$ cat config.mk
export PLATFORM = sky130hd
export DESIGN_NAME = jtopl_timer_ctrl
export DESIGN_NICKNAME = d
export VERILOG_FILES = /design/src/rtl/jtopl_timer_ctrl.sv
export SDC_FILE = /design/constraint.sdc
export NUM_CORES = 1
export LEC_CHECK = 0
export ABC_CLOCK_PERIOD_IN_PS = 2290
export CELL_PAD_IN_SITES_DETAIL_PLACEMENT = 0
export CELL_PAD_IN_SITES_GLOBAL_PLACEMENT = 2
export CORE_MARGIN = 4
export CORE_UTILIZATION = 33
export CTS_BUF_LIST = sky130_fd_sc_hd__clkbuf_8
export DETAILED_ROUTE_END_ITERATION = 7
export HOLD_SLACK_MARGIN = 0.1
export MAX_ROUTING_LAYER = met4
export PLACE_DENSITY_LB_ADDON = 0.1
export REMOVE_ABC_BUFFERS = 1
export SYNTH_ARGS = -nofsm -noshare
export SYNTH_HDL_FRONTEND = slang
export SYNTH_SLANG_ARGS = --single-unit
$ cat constraint.sdc
create_clock -name clk -period 2.29 [get_ports clk]
set_input_delay 0.3435 -clock clk [delete_from_list [all_inputs] [get_ports clk]]
set_output_delay 0.3435 -clock clk [all_outputs]
set_load 0.01 [all_outputs]
$ cat src/rtl/jtopl_timer_ctrl.sv
// jtopl_timer_ctrl
//   Host-facing control stage for the OPL timer pair. Decodes writes to the
//   timer registers (0x02, 0x03, 0x04, 0x08), drives the timer block's start
//   values, run enables, flag-clear pulses and flag enables, returns the status
//   byte, and generates the CSM key-on pulse from timer A overflow.
//
// Parameters
//   CSM_EN      1: CSM key-on generation present, 0: csm_keyon tied low
//
// Ports
//   clk, rst              clock, async active-high reset
//   cenop, zero           operator clock enable, frame-start marker (valid with cenop)
//   cs_n, wr_n, addr, din host bus: chip select, write strobe, port select, data
//   dout                  status byte {irq, flag_A, flag_B, 5'b0}
//   value_A, value_B      timer start values
//   load_A, load_B        timer run enables
//   clr_flag_A/B          one-cycle flag-clear pulses
//   flagen_A/B            flag enables (inverse of the mask bits)
//   flag_A, flag_B, irq_n status inputs from the timer block
//   overflow_A            timer A overflow
//   csm_keyon             CSM key-on, held for one frame
module jtopl_timer_ctrl #(
   parameter int CSM_EN = 1
) (
   input  logic       clk,
   input  logic       rst,
   input  logic       cenop,
   input  logic       zero,
   input  logic       cs_n,
   input  logic       wr_n,
   input  logic       addr,
   input  logic [7:0] din,
   output logic [7:0] dout,
   output logic [7:0] value_A,
   output logic [7:0] value_B,
   output logic       load_A,
   output logic       load_B,
   output logic       clr_flag_A,
   output logic       clr_flag_B,
   output logic       flagen_A,
   output logic       flagen_B,
   input  logic       flag_A,
   input  logic       flag_B,
   input  logic       irq_n,
   input  logic       overflow_A,
   output logic       csm_keyon
);

   typedef enum logic {IDLE = 1'b0, HOLD = 1'b1} csm_st_t;

   logic       wr_act, wr_l, wr_ev;
   logic [7:0] sel;
   logic       csm;

   // Only the first cycle of an asserted strobe counts as a write.
   assign wr_act = ~cs_n & ~wr_n;
   assign wr_ev  = wr_act & ~wr_l;

   // The mask bits of reg 0x04 are kept directly as their complements,
   // flagen_A/flagen_B, so the enables update in the same edge as the write.
   always_ff @(posedge clk or posedge rst) begin
      if (rst) begin
         wr_l       <= 1'b0;
         sel        <= 8'h00;
         value_A    <= 8'h00;
         value_B    <= 8'h00;
         load_A     <= 1'b0;
         load_B     <= 1'b0;
         flagen_A   <= 1'b1;
         flagen_B   <= 1'b1;
         clr_flag_A <= 1'b0;
         clr_flag_B <= 1'b0;
         csm        <= 1'b0;
         dout       <= 8'h00;
      end else begin
         wr_l       <= wr_act;
         clr_flag_A <= 1'b0;
         clr_flag_B <= 1'b0;
         dout       <= {~irq_n, flag_A, flag_B, 5'b0};
         if (wr_ev) begin
            if (!addr) begin
               sel <= din;
            end else begin
               case (sel)
                  8'h02: value_A <= din;
                  8'h03: value_B <= din;
                  8'h04: begin
                     // bit 7 is a pure flag reset; the other fields are kept
                     if (din[7]) begin
                        clr_flag_A <= 1'b1;
                        clr_flag_B <= 1'b1;
                     end else begin
                        flagen_A <= ~din[6];
                        flagen_B <= ~din[5];
                        load_B   <= din[1];
                        load_A   <= din[0];
                     end
                  end
                  8'h08: csm <= din[7];
                  default: ;
               endcase
            end
         end
      end
   end

   generate
      if (CSM_EN != 0) begin : g_csm
         csm_st_t st;
         logic    trig;

         assign trig = load_A & overflow_A & csm;

         // State only moves on frame boundaries. A trigger at the boundary
         // that ends a pulse keeps HOLD, so back-to-back frames have no gap.
         always_ff @(posedge clk or posedge rst) begin
            if (rst) begin
               st        <= IDLE;
               csm_keyon <= 1'b0;
            end else if (cenop & zero) begin
               case (st)
                  IDLE: if (trig) begin
                     st        <= HOLD;
                     csm_keyon <= 1'b1;
                  end
                  HOLD: if (!trig) begin
                     st        <= IDLE;
                     csm_keyon <= 1'b0;
                  end
                  default: begin
                     st        <= IDLE;
                     csm_keyon <= 1'b0;
                  end
               endcase
            end
         end
      end else begin : g_no_csm
         logic unused_csm;
         assign unused_csm = ^{cenop, zero, overflow_A, csm};
         assign csm_keyon  = 1'b0;
      end
   endgenerate

endmodule

* After elaboration in Yosys (flattened, before gate mapping) *
Index checks and enable logic that the tools add are counted.

word-level totals
  word-level logic and storage cells = 47
  output and inout bits = 31
  bits in registers = 36

operators by class
  muxes and demuxes = 8
  equal/unequal tests = 6
  reduce and logical (&&, ||, !) cells = 6
  bitwise logic cells = 14

operators by type and width
  cell                                                                   number
  8-bit by 2-bit equality test with 1-bit output, second input constant  2
  3-bit AND reduction                                                    4
  1-bit inverter                                                         9
  8-bit by 3-bit equality test with 1-bit output, second input constant  1
  8-bit by 4-bit equality test with 1-bit output, second input constant  1
  1-bit 2-to-1 mux                                                       7
  1-bit AND                                                              5
  2-bit inequality test, second input constant                           2
  4-bit AND reduction                                                    1
  1-bit case mux with 2 select lines                                     1
  2-bit AND reduction                                                    1

* Longest topological paths before layout *
Gate-level depths: netlist of run 1.

  depth in word-level cells = 4
  gate-level depth with buffers = 3
  mapped depth without buffers = 3

* Worst setup path after synthesis of run 1 *
Ideal clock, no wire load.

  kind = reg-to-reg
  start = reg wr_l
  end = reg value_A[0]
  required time = 2.165 ns
  slack = 0.842 ns
  stages on the path, launching flop included = 4
  period minus slack after synthesis = 1.448 ns
  path buffers = 0
  data arrival time = 1.324 ns
  library setup time = 0.125 ns
  path through = dfrtp_1 -> nor4_4 -> nand4_2 -> mux2_2

between the ends
  cells in the longest elaborated chain, start to end = 3

RTL lines
  what                                  line  text
  start, declared                       51    logic wr_act, wr_l, wr_ev;
  start signal, assigned                76    wr_l <= wr_act;
  1-bit inverter                        57    assign wr_ev = wr_act & ~wr_l;
  1-bit AND                             57
  3-bit AND reduction (no source line)  n/a
  end signal, assigned                  85    8'h02: value_A <= din;
  end, declared                         34    output logic [7:0] value_A,

No other way between the ends.
A chain may end at the register's enable or synchronous reset.

* Worst setup path after layout of run 1 *
  start = in cs_n
  end = reg value_A[2]

between the ends
  cells in the longest elaborated chain, start to end = 4

RTL lines
  what                                  line  text
  start, declared                       29    input logic cs_n,
  1-bit inverter                        56    assign wr_act = ~cs_n & ~wr_n;
  1-bit AND                             56
  1-bit AND                             57
  3-bit AND reduction (no source line)  n/a

No other way between the ends.

==> results.md, run 1 <==
Run status:
- The run finished with clean final reports.

STA:
- For the finished layout, the period the worst path requires is 1930 ps.
- The final setup TNS is 0 ps.
- Setup violations remaining at the end of the flow were counted as 0.
- The number of hold-slack violations in the final timing report is 0.
- The worst pin sits at a relative slew slack of 0.599.
- Setup repair after global routing left no endpoint under its margin.
- For the pin with the worst max-slew slack, the measured transition is 600 ps.
- The final period utilization is 0.843.
- The final setup skew is 6.89 ps.
- The final count of pins violating max slew was 0.
- Based on the critical path, the design can be clocked at up to 518 MHz.

Critical path:
- The worst endpoint required time is 2450 ps.
- The worst setup path is captured at a register.
- The worst register-to-register path has a depth of 3.
- The largest single stage delay on the critical path is approximately 540 ps.
- Traced cell by cell, the critical path runs through clkdlybuf4s50_1 -> nor4_4 -> nand4_2 -> mux2_2.
- The reg-to-reg startpoint is wr_l$_DFF_PP0_.
- STA classifies the critical path startpoint as a primary input.
- The slowest cell on the critical path is sky130_fd_sc_hd__clkdlybuf4s50_1.
- Data on the critical path arrives at its endpoint at 2090 ps.
- The endpoint identified for the worst register-to-register timing path is value_A[2]$_DFFE_PP0P_.
- Along the worst path, the maximum fanout reaches 8.
- The critical path is of the primary input to register type.
- The reg-to-reg setup timing slack is 580 ps.

Synth:
- Counting flops with an async set or reset pin after synthesis yields a share of 1.00.
- The share of synthesized area in the top cell type comes to 0.569.
- During synthesis, Yosys emitted a total of 0 warnings.
- The commonest cells after synthesis are sky130_fd_sc_hd__dfrtp_1, sky130_fd_sc_hd__mux2_2, sky130_fd_sc_hd__buf_4, sky130_fd_sc_hd__inv_1.
- Synthesis produced a netlist whose cell count is 100.
- For this run, the register share of the synthesized area comes to 0.604.
- The flip-flop and latch count after synthesis is 36.
- The number of distinct library cell variants in the gate-level netlist after synthesis is 22.
- The synthesized cell area is about 0.0015 mm^2.
- The number of enable flip-flop cells after synthesis is 0.
- The largest area contributor in the synthesized netlist is sky130_fd_sc_hd__dfrtp_1.
- sky130_fd_sc_hd__dfrtp_1 is the most common cell in the netlist.
- Dividing the synthesized area by the synthesized cell count gives roughly 15 um^2.
- Yosys attributes the largest share of cell area to sky130_fd_sc_hd__dfrtp_1, sky130_fd_sc_hd__mux2_2, sky130_fd_sc_hd__dfstp_2, sky130_fd_sc_hd__buf_4, sky130_fd_sc_hd__nor4_4.
- The most used flip-flop cell after synthesis is sky130_fd_sc_hd__dfrtp_1.

Clock tree:
- The H-tree was split into 2 levels.
- The number of clock buffers added by TritonCTS is 5.
- The buffer type at the clock tree root is sky130_fd_sc_hd__clkbuf_8.
- After clock tree synthesis, the flow added hold-fix buffers numbering 0.
- The number of gates resized after CTS was 0.
- The number of sinks driven by the clock tree is 36.
- The clock slew seen by the registers of the worst setup and hold paths is 70 ps.
- The CTS tree is yes.
- The clock tree buffer depth is 2.
- Buffers added to address setup during post-CTS repair amount to 0.
- The later-pin clock latency in the skew report is 280 ps.

Final layout:
- The post-route non-filler standard cell count is 205.
- The number of inserted filler cells in the final layout is approximately 400.
- Of the cells placed in the final design, the portion with a size suffix greater than 1 is 0.307.
- The area overhead of the layout relative to synthesis is 41.3%.
- The number of antenna diodes in the final layout is 0.
- At the end of the flow, the number of nets in the layout was around 170.

Route:
- The via count is 982.
- The total wire length after detailed routing is between 3000 and 4000 um.
- The number of nets still failing antenna checks after routing is 0.
- The first detailed-routing pass took 2 iterations.
- The DRC violation total after the first TritonRoute iteration is 21.
- In the routed design, unresolved DRC markers number 0.
- The average wire per standard cell is 15.1 um.
- The via density per instance is 4.79.

Placement:
- The number of I/O port buffers is 44.
- The global placement routability congestion is 0.722.
- After legalization and detailed placement, the total HPWL measured 2330 um.
- Once placement completed, the tool counted placed cells totaling 197.

Floorplan:
- The die is 75.3 um wide.
- In this run the vertical extent of the chip is 75.3 um.
- The die covers 0.00568 mm^2.
- In this run the standard cell core region covers 0.00438 mm^2.
- For this configuration, the core starts out at a cell density of 0.341.
- In this run the core area contains 24 standard-cell rows.
- The I/O pin total is 50.

Global routing:
- The initial antenna violation count was 0.
- The global routing usage on met2 is 0.195.
- met2 is the most crowded layer.
- The first global-routing pass estimated 5180 um of wire.
- The met3 track utilization from global routing is 0.0449.
- The number of global-route vias before repair is 1,050.
- The met1 usage is 0.163.
- For this run, the total global-route usage over all layers was measured as 0.130.
- The pin count of the biggest net entering global routing is 23.
- After global routing the overflow that remains totals 0.

Pwr:
- The fraction of power consumed by the clock network is 0.360.
- The analysis attributes to net switching a power of between 0.0003 and 0.0004 W.
- The power density relative to cell area is slightly above 700 mW/mm^2.
- The share of power burned in combinational logic is 0.144.
- The register share of total power is 0.496.
- Of the total power, the share spent switching nets is 0.233.
- The worst-case IR drop observed on VDD is 0.000379 V.
- For this design the static power due to leakage is 0.994 nW.
- The internal cell power is 0.00114 W.

Run:
- The count of max-cap constraint violations is 0.

Min path:
- The path class of the lowest-slack min-delay path is primary input to asynchronous set/reset pin.
## how the worst max path moves through the flow
stage,start,to,depth (start not counted),slack (ps)
after floorplan,wr_l$_DFF_PP0_,value_A[0]$_DFFE_PP0P_,3,840
after global placement,cs_n,value_A[7]$_DFFE_PP0P_,4,80
after detailed placement,cs_n,value_A[2]$_DFFE_PP0P_,4,50
after CTS,cs_n,value_A[2]$_DFFE_PP0P_,4,340
after global routing,cs_n,value_A[1]$_DFFE_PP0P_,4,220
final,cs_n,value_A[2]$_DFFE_PP0P_,4,360
## sequential cells by signal, indices dropped and copies added, names as in the netlist
name        cells
csm_keyon       1
sel             8
g_csm.st        1
flagen_B        1
csm             1
value_B         8
load_A          1
load_B          1
flagen_A        1
value_A         8
clr_flag_B      1
wr_l            1
dout            3
## power groups by stage
stage,combinational (W),sequential (W),clock [W]
2_1_floorplan,0.0000943,0.000753,0
3_3_place_gp,0.000213,0.000749,0
3_5_place_dp,0.000217,0.000752,0
4_1_cts,0.000218,0.000740,0.000558
5_1_grt,0.000234,0.000749,0.000591
6_report,0.000214,0.000739,0.000536
## metrics by stage
step           utilization  area, um^2  worst slack [ps]  total power, W  hold slack [ps]
2_1_floorplan            -        1470               842        0.000847              375
3_3_place_gp         0.458        2010              82.7        0.000962              448
3_5_place_dp         0.458        2010              48.8        0.000968              450
4_1_cts              0.482        2110               342         0.00152              446
5_1_grt              0.482        2110               224         0.00157              473
6_report             0.482        2110               360         0.00149              433
## final cells by class
type	count	area [um^2]	area share
Sequential cell	36	903	0.427
Multi-Input combinational cell	58	548	0.259
Timing Repair Buffer	47	475	0.225
Clock buffer	5	68.8	0.0325
Tap cell	52	65.1	0.0308
Clock inverter	3	38.8	0.0183
Inverter	4	15.0	0.00710
## critical path, delay by kind of cell
kind | cells | cell delay [ps]
AND/OR/NAND/NOR | 2 | 820
buffers and inverters | 1 | 540
multiplexers | 1 | 390
## placed cells by master, fill, tap and decap left out, types with 3 or more instances in the layout
cell                              instances
sky130_fd_sc_hd__dfrtp_1                 34
sky130_fd_sc_hd__conb_1                   5
sky130_fd_sc_hd__clkbuf_8                 5
sky130_fd_sc_hd__mux2_2                  28
sky130_fd_sc_hd__nor2b_1                  3
sky130_fd_sc_hd__nand4_2                  3
sky130_fd_sc_hd__clkdlybuf4s50_1         44
sky130_fd_sc_hd__inv_1                    5
## per-layer routing
metal / part of all wire / wire [um] / up-vias
li1: - / - / 453
met1: 0.42 / 1310 / 486
met2: 0.48 / 1490 / 35
met3: 0.073 / 225 / 8
met4: 0.021 / 64 / 0
met5: 0 / 0 / -
## logic make-up after synthesis
logic type | count (synthesis) | synth area share
buffers and inverters | 10 | 0.0401
other | 1 | 0.00251
flip-flops | 36 | 0.604
multiplexers | 30 | 0.224
AND/OR/NAND/NOR | 20 | 0.119
AO/OA/AOI/OAI | 3 | 0.0109
No activity file was read; power rests on OpenSTA's default activity.
==> run 2, diff against run 1 <==
ABC_CLOCK_PERIOD_IN_PS = 1850   (was 2290)
CORE_UTILIZATION = 31   (was 33)
clock period = 1.85 ns   (was 2.29 ns; I/O delays follow)
==> results.md, run 2 (synthesized netlist as in run 1, its figures left out) <==
Run status:
- The run finished with clean final reports.

Critical path:
- The critical path is of the primary input to register type.
- The longest individual stage delay on the worst path is 470 ps.
- The signal on the critical path passes through clkdlybuf4s50_1 -> nor4_4 -> buf_4 -> nand4_2 -> mux2_2.
- For the worst setup path, the data required time is 2020 ps.
- The maximum net fanout on the critical path is 3.
- The kind of launch point of the worst setup path is a primary input.
- The largest individual stage delay along the critical path comes from the cell sky130_fd_sc_hd__clkdlybuf4s50_1.
- The signal arrival time at the worst endpoint is roughly 1800 ps.
- The number of buffers and inverters on the critical path is 2.
- Among cell families on the critical path, the largest total delay comes from buffers and inverters.
- The critical path capture point type is a register.

Pwr:
- The worst vdd rail ir drop is around 0.00040 V.
- The total power consumption of the routed design is roughly 0.0018 W.
- The internal cell power is about 0.0014 W.
- The analysis attributes to cell leakage a power of 1.03 nW.
- In this run the power density over the cells is 823 mW/mm^2.
- Of the total power, registers draw 0.513.
- The share of power burned in combinational logic is 0.151.
- Of the total power, the share spent switching nets is 0.238.
- The fraction of power consumed by the clock network is 0.336.
- The switching component of the power is approximately 0.00042 W.

Global routing:
- The overall track demand over capacity in global routing is 0.122.
- The initial antenna violation count is 0.
- The number of global-route vias before repair is 1,092.
- The pin count of the biggest net entering global routing is 36.
- The first global-routing pass estimated 5480 um of wire.
- For this run the aggregate overflow at the end of global routing stands at 0.

Run:
- Across the run, the number of max-cap violations was 0.

Route:
- The via count is 990.
- The DRC violation total after the first TritonRoute iteration is just under 60.
- After detailed routing, the total wire length is 3110 um.
- After detailed routing, the average wire length per cell comes to 14.4 um.
- Using the TritonRoute via totals, the vias-per-cell ratio works out to 4.58.
- The number of nets still failing antenna checks after routing is 0.
- The total iterations of the first detailed-routing run is 2.
- The DRC violations left is 0.

Clock tree:
- The H-tree was split into 2 levels.
- TritonCTS built the clock tree.
- The post-CTS setup buffer count is 0.
- Clock tree synthesis inserted a total of 5 buffers.
- Clock tree synthesis selected as its root buffer the cell sky130_fd_sc_hd__clkbuf_8.
- Buffers inserted to repair hold after CTS numbered 0.
- The number of sinks driven by the clock tree is 36.
- The clock tree buffer depth is 2.
- The clock slew seen by the registers of the worst setup and hold paths is 70 ps.
- For the worst-skew pair, the clock arrives at the later sink with an insertion delay of between 200 and 300 ps.
- The post-CTS resize count is 0.

Floorplan:
- The vertical extent of the die is 77.5 um.
- The die width is 77.5 um.
- The die footprint is 0.00600 mm^2.
- For this configuration, the core starts out at a cell density of 0.319.
- The core region is ~0.0047 mm^2.
- The I/O pin total is 50.
- The site row count is 25.

STA:
- Static timing analysis puts the maximum clock frequency at 616 MHz.
- The final count of pins violating max slew is 0.
- The number of hold-slack violations in the final timing report is 0.
- The final setup skew is 6.70 ps.
- In the finished design, the share of the clock period the worst path needs comes to 0.878.
- Setup repair after global routing left no endpoint under its margin.
- Subtracting the final worst setup slack from the clock period gives 1620 ps.
- Setup violations remaining at the end of the flow were counted as 0.

Min path:
- The min-delay analysis places its worst path in the category primary input to asynchronous set/reset pin.

Final layout:
- Relative to the synthesized area, the layout overhead comes to 44.6%.
- The final layout net count is 180.
- At the end of the flow the core is filled with cells to 0.461.
- Leaving out filler cells and counting taps, the final layout contains between 200 and 250.
- Leaving out fill and tap cells, the most frequent cell in the layout is sky130_fd_sc_hd__clkdlybuf4s50_1.
- Leaving out fill and tap cells, the most frequent cells in the layout are sky130_fd_sc_hd__clkdlybuf4s50_1, sky130_fd_sc_hd__dfrtp_1, sky130_fd_sc_hd__mux2_2.
- Of the cells placed in the final design, the portion with a size suffix greater than 1 is 0.346.
- In the final layout, the registers with the most flip-flops are sel x8, value_A x8, value_B x8.
- The repair_antennas step left the layout with diodes totalling 0.

Placement:
- The wire-length estimate of the detail-placed layout is 2350 um.
- Routability-driven placement finished with a final weighted congestion of between 0.7 and 0.8.
- The number of cells after detailed placement is 208.
- The number of I/O port buffers is 44.
[run 2: final timing paths]
| path | cells after the start | from | endpoint | slack, ps |
|---|---|---|---|---|
| min in group clk | 1 | flag_B | dout[5]$_DFF_PP0_ | 420 |
| worst max-delay path | 5 | wr_n | load_B$_DFFE_PP0P_ | 230 |
| worst min-delay path | 2 | rst | dout[6]$_DFF_PP0_ | 130 |
| max in group asynchronous | 3 | rst | flagen_A$_DFFE_PP1P_ | 1070 |
| worst max register to register | 4 | wr_l$_DFF_PP0_ | load_B$_DFFE_PP0P_ | 310 |
| worst min register to register | 1 | g_csm.st$_DFFE_PP0P_ | csm_keyon$_DFFE_PP0P_ | 450 |
[run 2: worst register-to-register path: stages (launching register included)]
cell                      delay (ps)
sky130_fd_sc_hd__dfrtp_1         440
sky130_fd_sc_hd__nor4_4          340
sky130_fd_sc_hd__buf_4           180
sky130_fd_sc_hd__nand4_2         150
sky130_fd_sc_hd__mux2_2          320
[run 2: power by group through the flow]
stage,Sequential (W),Clock (W),Combinational (W)
after global placement,0.000927,0,0.000267
after detailed placement,0.000929,0,0.000272
final,0.000914,0.000598,0.000269
after global routing,0.000924,0.000655,0.000296
after floorplan,0.000932,0,0.000117
after CTS,0.000915,0.000630,0.000274
[run 2: metrics by stage]
stage                     cell area, um^2  hold WS [ps]  worst slack, ps  setup TNS [ps]
final                                2160           129              226               0
after global routing                 2160           141              131               0
after CTS                            2160           120              213               0
after detailed placement             2060           437            -67.7            -757
after global placement               2060           430            -70.9            -590
after floorplan                      1470           309              402               0
[run 2: routing by layer]
metal,vias to the layer above,part of all wire,global-route usage
met5,-,0,-
li1,467,-,-
met2,33,0.46,0.185
met4,0,0.016,0.0480
met1,485,0.46,0.147
met3,5,0.056,0.0452
[run 2: cell type report]
class                   instances  area [um^2]
clock inverters                 1         3.75
multi-input cells              58          548
inverters                       4         15.0
well taps                      54         67.6
repair buffers                 56          531
flip-flops and latches         36          903
clock buffers                   7         96.3
fillers                       430         2530
==> run 3, diff against run 2 <==
MAX_ROUTING_LAYER = not set   (was met4)
==> results.md, run 3 (synthesized netlist as in run 1, its figures left out) <==
Global routing:
- The remaining global-route overflow is 0.
- The pin count of the biggest net entering global routing is 36.
- The initial antenna violation count is 0.
- The first global-routing pass estimated 5460 um of wire.
- The number of global-route vias before repair was 1,093.
- The overall track demand over capacity in global routing is 0.118.

Final layout:
- In the layout the commonest cells are sky130_fd_sc_hd__clkdlybuf4s50_1, sky130_fd_sc_hd__dfrtp_1, sky130_fd_sc_hd__mux2_2.
- The final layout contains 180 nets.
- In the final layout, the share of cells above drive strength 1 is 0.346.
- In the final layout, the registers with the most flip-flops are sel x8, value_A x8, value_B x8.
- Once layout is complete, the utilization of the core stands at 0.461.
- Excluding fillers, the count of instances in the completed layout stands at 216.
- 0 antenna diodes ended up in the layout.
- The area overhead of the layout relative to synthesis is 44.6%.
- Once layout is done, the placed cells without fillers occupy 0.00216 mm^2.
- The number of inserted filler cells in the final layout is 430.
- The library cell used most frequently in the layout, excluding fill and tap cells, is sky130_fd_sc_hd__clkdlybuf4s50_1.

Route:
- For this run, design rule violations remaining after detail routing come to 0.
- The via density per instance is 4.58.
- The DRC violation total after the first TritonRoute iteration is 56.
- The total wire length after detailed routing is 3110 um.
- The total iterations of the first detailed-routing run is 2.
- For this block, the via count after detailed routing is 990.
- The average wire per standard cell is 14.4 um.
- The count of nets left with antenna violations once routing finished came out at 0.

STA:
- The worst setup slack after layout is 226 ps.
- The worst slack on hold paths is 129 ps.
- Based on the critical path, the design can be clocked at up to 616 MHz.
- The final count of pins violating max slew is 0.
- The number of setup violations in the final report is 0.
- The final setup skew is 6.70 ps.
- The number of hold-slack violations in the final timing report was 0.
- Setup repair after global routing left no endpoint under its margin.
- The final critical delay including setup and external delays is 1620 ps.
- Of the available clock period, the critical path in the final layout requires 0.878.

Critical path:
- The slowest cell on the critical path is sky130_fd_sc_hd__clkdlybuf4s50_1.
- The critical path capture point type is a register.
- Walking the worst path, the cells encountered are clkdlybuf4s50_1 -> nor4_4 -> buf_4 -> nand4_2 -> mux2_2.
- The kind of launch point of the worst setup path is a primary input.
- Data on the critical path is required at its endpoint by 2020 ps.
- The setup path with the least slack is of type primary input to register.
- The reg-to-reg setup timing slack is 310 ps.
- The number of buffers and inverters on the critical path is 2.
- On the critical path the largest part of the delay comes from buffers and inverters.
- The longest individual stage delay on the worst path is 470 ps.
- The signal arrival time at the worst endpoint is roughly 1800 ps.
- The maximum net fanout on the critical path is 3.

Run:
- Max-cap violations in this run came to 0.

Floorplan:
- The site row count is 25.
- The die covers 0.00600 mm^2.
- The floorplan core area is approximately 0.0047 mm^2.
- From left edge to right edge, the die measures around 77 um.
- The vertical extent of the die is 77.5 um.
- For this configuration, the core starts out at a cell density of 0.319.
- The I/O pin total is 50.

Placement:
- After detailed placement, the total cell area comes to 0.00206 mm^2.
- In this run, placement finished with an instance count of roughly 210.
- Routability-driven placement finished with a final weighted congestion of 0.770.
- The worst slack at placement is -67.7 ps.
- The HPWL after detailed placement is 2350 um.
- During placement, the flow inserted port buffers numbering 44.

Clock tree:
- Clock tree synthesis found a total of 36 sinks.
- After clock tree synthesis, the repair step resized 0 gates.
- Buffers inserted to repair hold after CTS numbered 0.
- Buffers inserted during clock tree synthesis total 5.
- The CTS tree is yes.
- The clock slew seen by the registers of the worst setup and hold paths is 70 ps.
- The clock tree buffer depth is 2.
- In this run the clock root is driven by a sky130_fd_sc_hd__clkbuf_8.
- The post-CTS setup buffer count is 0.
- At the later pin of the worst-skew pair, clock insertion delay measures 290 ps.
- The H-tree was split into 2 levels.

Min path:
- The path class of the lowest-slack min-delay path is primary input to asynchronous set/reset pin.

Pwr:
- The share of total power dissipated in combinational logic is 0.151.
- VDD sags by at most 0.000399 V.
- For this design the total switching power over the nets is 0.000425 W.
- Of the total power, the share spent switching nets is 0.238.
- The fraction of power consumed by the clock network is 0.336.
- The reported leakage power is 1.03 nW.
- The internal cell power is 0.00136 W.
- The share of total power dissipated in sequential elements is 0.513.
- Dividing total power by cell area gives a power density of 823 mW/mm^2.

Run status:
- The run finished with clean final reports.
==> run 3: cell counts in the layout (fill, tap and decap cells not counted) <==
Identical to the previous run, type by type.
==> run 3: worst reg2reg max path, cell delays in order, from the launching register on <==
cell	delay, ps
sky130_fd_sc_hd__dfrtp_1	440
sky130_fd_sc_hd__nor4_4	340
sky130_fd_sc_hd__buf_4	180
sky130_fd_sc_hd__nand4_2	150
sky130_fd_sc_hd__mux2_2	320
==> run 3: per-stage QoR <==
step,setup TNS [ps],total power [W]
after floorplan,0,0.00105
after global placement,-590,0.00119
after detailed placement,-757,0.00120
after CTS,0,0.00182
after global routing,0,0.00187
final,0,0.00178
==> run 3: worst paths after layout <==
| path | startpoint | to | cells past startpoint |
|---|---|---|---|
| setup reg to reg | wr_l$_DFF_PP0_ | load_B$_DFFE_PP0P_ | 4 |
| min in group clk | flag_B | dout[5]$_DFF_PP0_ | 1 |
| setup / recovery | wr_n | load_B$_DFFE_PP0P_ | 5 |
| max in group asynchronous | rst | flagen_A$_DFFE_PP1P_ | 3 |
| hold reg to reg | g_csm.st$_DFFE_PP0P_ | csm_keyon$_DFFE_PP0P_ | 1 |
| hold / removal | rst | dout[6]$_DFF_PP0_ | 2 |
==> run 3: area by class of cell <==
cell class / instances / area, um^2 / area share
flip-flops and latches: 36 / 903 / 0.417
inverters: 4 / 15.0 / 0.00694
multi-input cells: 58 / 548 / 0.253
clock inverters: 1 / 3.75 / 0.00173
clock buffers: 7 / 96.3 / 0.0445
well taps: 54 / 67.6 / 0.0312
repair buffers: 56 / 531 / 0.245
==> run 3: routing by layer <==
metal / track usage / up-vias / share of wire
met5: 0 / - / 0
met1: 0.142 / 485 / 0.46
li1: - / 467 / -
met2: 0.186 / 33 / 0.46
met4: 0.0480 / 0 / 0.016
met3: 0.0499 / 5 / 0.063
==> run 3: power groups by stage <==
stage	Combinational (W)	Sequential [W]	Clock, W
finish	0.000269	0.000914	0.000598
global placement	0.000267	0.000927	0
detailed placement	0.000272	0.000929	0
floorplan	0.000117	0.000932	0
global route	0.000296	0.000924	0.000655
CTS	0.000274	0.000915	0.000630
